$ cat config.mk
export PLATFORM = sky130hd
export DESIGN_NAME = ps2_mouse_packetizer
export DESIGN_NICKNAME = d
export VERILOG_FILES = /design/src/rtl/ps2_mouse_packetizer.sv
export SDC_FILE = /design/constraint.sdc
export NUM_CORES = 1
export LEC_CHECK = 0
export CAP_MARGIN = 20
export CORE_MARGIN = 2
export CORE_UTILIZATION = 32
export CTS_BUF_LIST = sky130_fd_sc_hd__clkbuf_16
export CTS_CLUSTER_DIAMETER = 200
export CTS_CLUSTER_SIZE = 20
export DETAILED_ROUTE_END_ITERATION = 8
export PLACE_DENSITY = 0.51
export SLEW_MARGIN = 10
export SYNTH_ARGS = -nofsm -noshare
export SYNTH_HDL_FRONTEND = slang
export SYNTH_SLANG_ARGS = --single-unit
$ cat constraint.sdc
create_clock -name clk -period 4.6 [get_ports clk]
set_input_delay 1.38 -clock clk [delete_from_list [all_inputs] [get_ports clk]]
set_output_delay 1.38 -clock clk [all_outputs]
set_load 0.02 [all_outputs]
$ cat src/rtl/ps2_mouse_packetizer.sv
`default_nettype none
// ============================================================================
// Module   : ps2_mouse_packetizer
// Purpose  : Assembles 3-byte standard PS/2 mouse packets from a byte stream,
//            accumulates X/Y deltas with 9-bit saturation and presents
//            rate-limited updates to the ADB mouse handler.
// Ports    : clk, reset       - clock, synchronous active-high reset
//            clk_en           - clock enable; all state advances only when high
//            ps2_byte/strobe  - received byte and its valid flag
//            mouseStrobe      - one-clk_en-cycle pulse, update valid
//            mouseX/mouseY    - signed 9-bit deltas since the previous strobe
//            mouseButton      - left button, 1 = pressed
//            sync_err         - pulse when a byte/partial packet is dropped
// Revision : 1.0 - initial release
// ============================================================================
module ps2_mouse_packetizer #(
    parameter logic [16:0] EMIT_INTERVAL = 17'd16000,
    parameter logic [16:0] BYTE_TIMEOUT  = 17'd16000
) (
    input  logic       clk,
    input  logic       reset,
    input  logic       clk_en,
    input  logic [7:0] ps2_byte,
    input  logic       ps2_strobe,
    output logic       mouseStrobe,
    output logic [8:0] mouseX,
    output logic [8:0] mouseY,
    output logic       mouseButton,
    output logic       sync_err
);

    typedef enum logic [1:0] {
        ST_IDLE = 2'd0,
        ST_B1   = 2'd1,
        ST_B2   = 2'd2
    } state_t;

    state_t      state_q,    state_d;
    logic [4:0]  flags_q,    flags_d;     // {Yovf, Xovf, Ysign, Xsign, L}
    logic [7:0]  xbyte_q,    xbyte_d;
    logic [16:0] to_cnt_q,   to_cnt_d;
    logic [16:0] emit_cnt_q, emit_cnt_d;
    logic [8:0]  acc_x_q,    acc_x_d;
    logic [8:0]  acc_y_q,    acc_y_d;
    logic        btn_q,      btn_d;
    logic        pending_q,  pending_d;
    logic        strobe_q,   strobe_d;
    logic [8:0]  out_x_q,    out_x_d;
    logic [8:0]  out_y_q,    out_y_d;
    logic        out_btn_q,  out_btn_d;
    logic        sync_err_q, sync_err_d;

    // Overflow forces the extreme value in the direction of the sign bit.
    function automatic logic [8:0] delta9(input logic ovf, input logic sign,
                                          input logic [7:0] mag);
        if (ovf) begin
            return sign ? 9'h100 : 9'h0FF;
        end
        return {sign, mag};
    endfunction

    // A 10-bit sum overflows 9 bits exactly when its top two bits differ.
    function automatic logic [8:0] sat9(input logic [9:0] s);
        if (s[9] != s[8]) begin
            return s[9] ? 9'h100 : 9'h0FF;
        end
        return s[8:0];
    endfunction

    logic       w_emit;
    logic       w_commit;
    logic [8:0] w_dx;
    logic [8:0] w_dy;
    logic [8:0] w_base_x;
    logic [8:0] w_base_y;
    logic [9:0] w_sum_x;
    logic [9:0] w_sum_y;
    logic       w_last_btn;

    assign w_emit   = (emit_cnt_q == EMIT_INTERVAL) && pending_q;
    assign w_commit = ps2_strobe && (state_q == ST_B2);
    assign w_dx     = delta9(flags_q[3], flags_q[1], xbyte_q);
    assign w_dy     = delta9(flags_q[4], flags_q[2], ps2_byte);

    // A packet committing on the emit cycle lands in freshly cleared
    // accumulators and is compared against the button being emitted now.
    assign w_base_x   = w_emit ? 9'd0 : acc_x_q;
    assign w_base_y   = w_emit ? 9'd0 : acc_y_q;
    assign w_last_btn = w_emit ? btn_q : out_btn_q;
    assign w_sum_x    = {w_base_x[8], w_base_x} + {w_dx[8], w_dx};
    assign w_sum_y    = {w_base_y[8], w_base_y} + {w_dy[8], w_dy};

    always_comb begin
        state_d    = state_q;
        flags_d    = flags_q;
        xbyte_d    = xbyte_q;
        to_cnt_d   = to_cnt_q;
        emit_cnt_d = emit_cnt_q;
        acc_x_d    = acc_x_q;
        acc_y_d    = acc_y_q;
        btn_d      = btn_q;
        pending_d  = pending_q;
        strobe_d   = strobe_q;
        out_x_d    = out_x_q;
        out_y_d    = out_y_q;
        out_btn_d  = out_btn_q;
        sync_err_d = sync_err_q;

        if (clk_en) begin
            strobe_d   = 1'b0;
            sync_err_d = 1'b0;

            // Packet framing and inter-byte timeout
            if (ps2_strobe) begin
                to_cnt_d = 17'd0;
                case (state_q)
                    ST_IDLE: begin
                        if (ps2_byte[3]) begin
                            flags_d = {ps2_byte[7:4], ps2_byte[0]};
                            state_d = ST_B1;
                        end else begin
                            sync_err_d = 1'b1;
                        end
                    end
                    ST_B1: begin
                        xbyte_d = ps2_byte;
                        state_d = ST_B2;
                    end
                    default: state_d = ST_IDLE;
                endcase
            end else if (state_q != ST_IDLE) begin
                if (to_cnt_q == BYTE_TIMEOUT) begin
                    state_d    = ST_IDLE;
                    to_cnt_d   = 17'd0;
                    sync_err_d = 1'b1;
                end else begin
                    to_cnt_d = to_cnt_q + 17'd1;
                end
            end else begin
                to_cnt_d = 17'd0;
            end

            // Rate-limited emission of the pre-commit accumulation
            if (w_emit) begin
                strobe_d   = 1'b1;
                out_x_d    = acc_x_q;
                out_y_d    = acc_y_q;
                out_btn_d  = btn_q;
                acc_x_d    = 9'd0;
                acc_y_d    = 9'd0;
                pending_d  = 1'b0;
                emit_cnt_d = 17'd0;
            end else if (emit_cnt_q != EMIT_INTERVAL) begin
                emit_cnt_d = emit_cnt_q + 17'd1;
            end

            // Packet commit (third byte)
            if (w_commit) begin
                acc_x_d = sat9(w_sum_x);
                acc_y_d = sat9(w_sum_y);
                btn_d   = flags_q[0];
                if ((w_dx != 9'd0) || (w_dy != 9'd0) || (flags_q[0] != w_last_btn)) begin
                    pending_d = 1'b1;
                end
            end
        end
    end

    always_ff @(posedge clk) begin
        if (reset) begin
            state_q    <= ST_IDLE;
            flags_q    <= 5'd0;
            xbyte_q    <= 8'd0;
            to_cnt_q   <= 17'd0;
            emit_cnt_q <= 17'd0;
            acc_x_q    <= 9'd0;
            acc_y_q    <= 9'd0;
            btn_q      <= 1'b0;
            pending_q  <= 1'b0;
            strobe_q   <= 1'b0;
            out_x_q    <= 9'd0;
            out_y_q    <= 9'd0;
            out_btn_q  <= 1'b0;
            sync_err_q <= 1'b0;
        end else begin
            state_q    <= state_d;
            flags_q    <= flags_d;
            xbyte_q    <= xbyte_d;
            to_cnt_q   <= to_cnt_d;
            emit_cnt_q <= emit_cnt_d;
            acc_x_q    <= acc_x_d;
            acc_y_q    <= acc_y_d;
            btn_q      <= btn_d;
            pending_q  <= pending_d;
            strobe_q   <= strobe_d;
            out_x_q    <= out_x_d;
            out_y_q    <= out_y_d;
            out_btn_q  <= out_btn_d;
            sync_err_q <= sync_err_d;
        end
    end

    assign mouseStrobe = strobe_q;
    assign mouseX      = out_x_q;
    assign mouseY      = out_y_q;
    assign mouseButton = out_btn_q;
    assign sync_err    = sync_err_q;

endmodule
`default_nettype wire

==> results.toml <==
[timing]
fin_crit_sh_pct = 87.8
slew_headroom_pct = 36.0
hold_violations = 0
clock.fmax_ghz = 0.248
worst_slew_pin_slew_ps = 959
drv_slew = 0
rsz0062_at_grt = "no"
period_minus_slack_ps = 4040
timing.final.ws_setup_ps = 562
setup_viol = 0
fin_skew_ps = 6.44
fin_setup_tns_ps = 0

[cells_and_area]
fillCellCount = 1582
multi_input_comb_area_um2 = 2980
instances_no_fill = 860
seqCellArea_um2 = 1800
syn2layout_area_growth_pct = 15.8
layout.nets = 680
antenna_cells = 0
drive_gt1_share_pct = 5.39

[worst_setup_path]
rr_endpoint = "acc_x_q[4]"
r2r-start = "emit_cnt_q[0]"
cp_top_family = "simple AND/OR/NAND/NOR gates"
crit_chain = "inv_1 > ha_1 > nor4b_2 > and3_1 > and3_1 > nor2b_1 > ha_1 > inv_1 > fa_1 > nor2b_1 > o31a_1 > o21a_1 > o31ai_1 > and2b_1 > a221o_1"
cp_num_cells = 15
path_max_fanout = 14
crit_slowest_cell = "and3_1"
cp.required_ps = 4890
path_class = "register to register"
start_kind = "register"
cp_num_buf_inv = 2
critical_path_arrival_ps = 4330
cpPeakStageDelay_ps = 620
endpoint_kind = "register"
r2r_setup_slack_ps = 560
reg2reg_depth = 15

[pwr]
switchingPower_mw = 0.406
vdd_drop_max_mv = 0.162
p_int_mw = 1.20
power.leakage_nw = 2.13
swShare_pct = 25.3
power_mw = 1.61
cellPowerDensity_nw_per_um2 = 276
pwr-share-clk_pct = 43.8
seq_power_share_pct = 49.3
comb_power_share_pct = 6.9

[floorplanning]
rows = 45
die-width_um = 129
core-area_um2 = 15300
io_pins = 33
start_util_pct = 32.9
die_area_um2 = 16700
die_height_um = 129

[drt]
vias_per_cell = 5.13
drtIter0Drc = 293
wl_per_cell_um = 14.8
num_vias = 4408
drc = 0
dr.pass1.iters = 5
totalWireLength_um = 12700
antenna_left = 0

[synthesis]
synthArstFlopShare_pct = 0
synth_fa_ha_area_share_pct = 6.27
synth_top_family_by_area = "simple AND/OR/NAND/NOR gates"
synth-seq-area-share_pct = 35.8
synth_top_area_cell = "dfxtp_1"
synth.area.top_cells = "dfxtp_1 36%, nand2_1 6.7%, ha_1 5.5%"
synth_fp_nets = 652
synth_xor_xnor_area_share_pct = 6.80
synth_edf_count = 0
ys_ff_latch = 90
ys_warn_count = 0
ys.flop_type = "dfxtp_1"
synth_top_area_share_pct = 35.8
avgSynthCellArea_um2 = 8.16
synth_top_cells_by_count = "90 x dfxtp_1, 90 x nand2_1, 61 x nor2_1"
synth_area_um2 = 5030
synth-simple-area-share_pct = 23.9
synth_compound_area_share_pct = 20.9
ys_types = 68
synth_cells = 616
muxShareOfSynthArea_pct = 1.39

[placed_design]
place.gp.congestion = 0.901
dp_cells = 844
dp_hpwl_um = 9520
io_buffers = 32
pre_cts_ws_ps = 381

[global_route]
grt_pass1_wl_um = 21100
grt_max_degree = 56
grt_overflow = 0
grt_pass1_vias = 4262
grt.total_usage_pct = 15.8
grt_antenna_before_repair = 0

[cts]
cts.path.max_buffers = 2
clk_pin_slew_worst_paths_ps = 70
cts_sinks = 90
cts_buffers = 9
cts_max_level = 3
postCtsHoldBufs = 0
clock_latency_ps = 340
cts-root-buf = "clkbuf_16"
post_cts_buffers = 0
cts_resized = 0
cts_tree = "done"

[outcome]
status = "complete, no violations"

[hold_path]
min_path_cells = 2
hold_class = "register to register"
whs_endpoint = "mouseX[3]"
min_from = "mouseX[3]"

[flow_run]
drv_cap = 0
==> layout make-up <==
class | instances | share of cell area [%]
multi-input combinational | 472 | 51.3
sequential | 90 | 31.0
timing repair buffer | 40 | 6.45
tap | 211 | 4.54
clock buffer | 9 | 3.87
inverter | 31 | 2.00
clock inverter | 7 | 0.925
==> flip-flops by register name, indices dropped and copies added, names as in the netlist <==
register / count
pending_q: 1
btn_q: 1
emit_cnt_q: 17
mouseStrobe: 1
to_cnt_q: 17
xbyte_q: 8
acc_x_q: 9
flags_q: 5
mouseX: 9
mouseButton: 1
acc_y_q: 9
sync_err: 1
mouseY: 9
state_q: 2
==> worst register-to-register path, cell delays in order, from the launching register on <==
cell	delay [ps]
dfxtp_1	340
inv_1	90
ha_1	160
nor4b_2	240
and3_1	210
and3_1	620
nor2b_1	150
ha_1	250
inv_1	70
fa_1	220
nor2b_1	80
o31a_1	310
o21a_1	240
o31ai_1	570
and2b_1	310
a221o_1	140
==> worst max-delay path by stage <==
stage / to / slack (ps) / startpoint
after floorplan: acc_x_q[4] / 1170 / emit_cnt_q[0]
after global placement: acc_y_q[7] / 520 / ps2_byte[3]
after detailed placement: acc_y_q[7] / 380 / ps2_byte[3]
after CTS: acc_x_q[4] / 620 / emit_cnt_q[0]
after global routing: acc_x_q[6] / 280 / emit_cnt_q[0]
final: acc_x_q[4] / 560 / emit_cnt_q[0]
==> layout by cell type, fill, tap and decap left out, types with 21 or more instances in the layout <==
cell type	count
ha_1	22
inv_1	31
dfxtp_1	90
nor2b_1	21
a21oi_1	54
nor2_1	61
xor2_1	24
nand2_1	90
clkdlybuf4s50_1	31
o21ai_0	25
==> logic make-up after synthesis <==
group,Yosys count
buffers and inverters,54
xor gates and xnor gates,39
adders and majority gates,24
and+or+nand+nor,248
DFF,90
muxes,7
AOI/OAI and AO/OA,154
==> power by group through the flow <==
stage,clock [mW],sequential [mW],combinational [mW]
after floorplan,0,0.808,0.0787
after global placement,0,0.810,0.109
after detailed placement,0,0.811,0.110
after CTS,0.718,0.793,0.110
after global routing,0.751,0.794,0.123
final,0.704,0.793,0.110
==> metal layers <==
metal,vias to the layer above,wire [um],track usage (%)
met3,16,526,3.55
met4,0,233,4.73
li1,2222,-,-
met1,2075,6050,20.4
met5,-,0,0
met2,95,5930,26.4
==> metrics by stage <==
stage                     instance area [um^2]  hold WS, ps  util [%]
after floorplan                           5030          440         -
after global placement                    5540          441      36.3
after detailed placement                  5540          443      36.3
after CTS                                 5820          452      38.1
after global routing                      5820          470      38.1
final                                     5820          451      38.1
No activity file was read; power rests on OpenSTA's default activity.
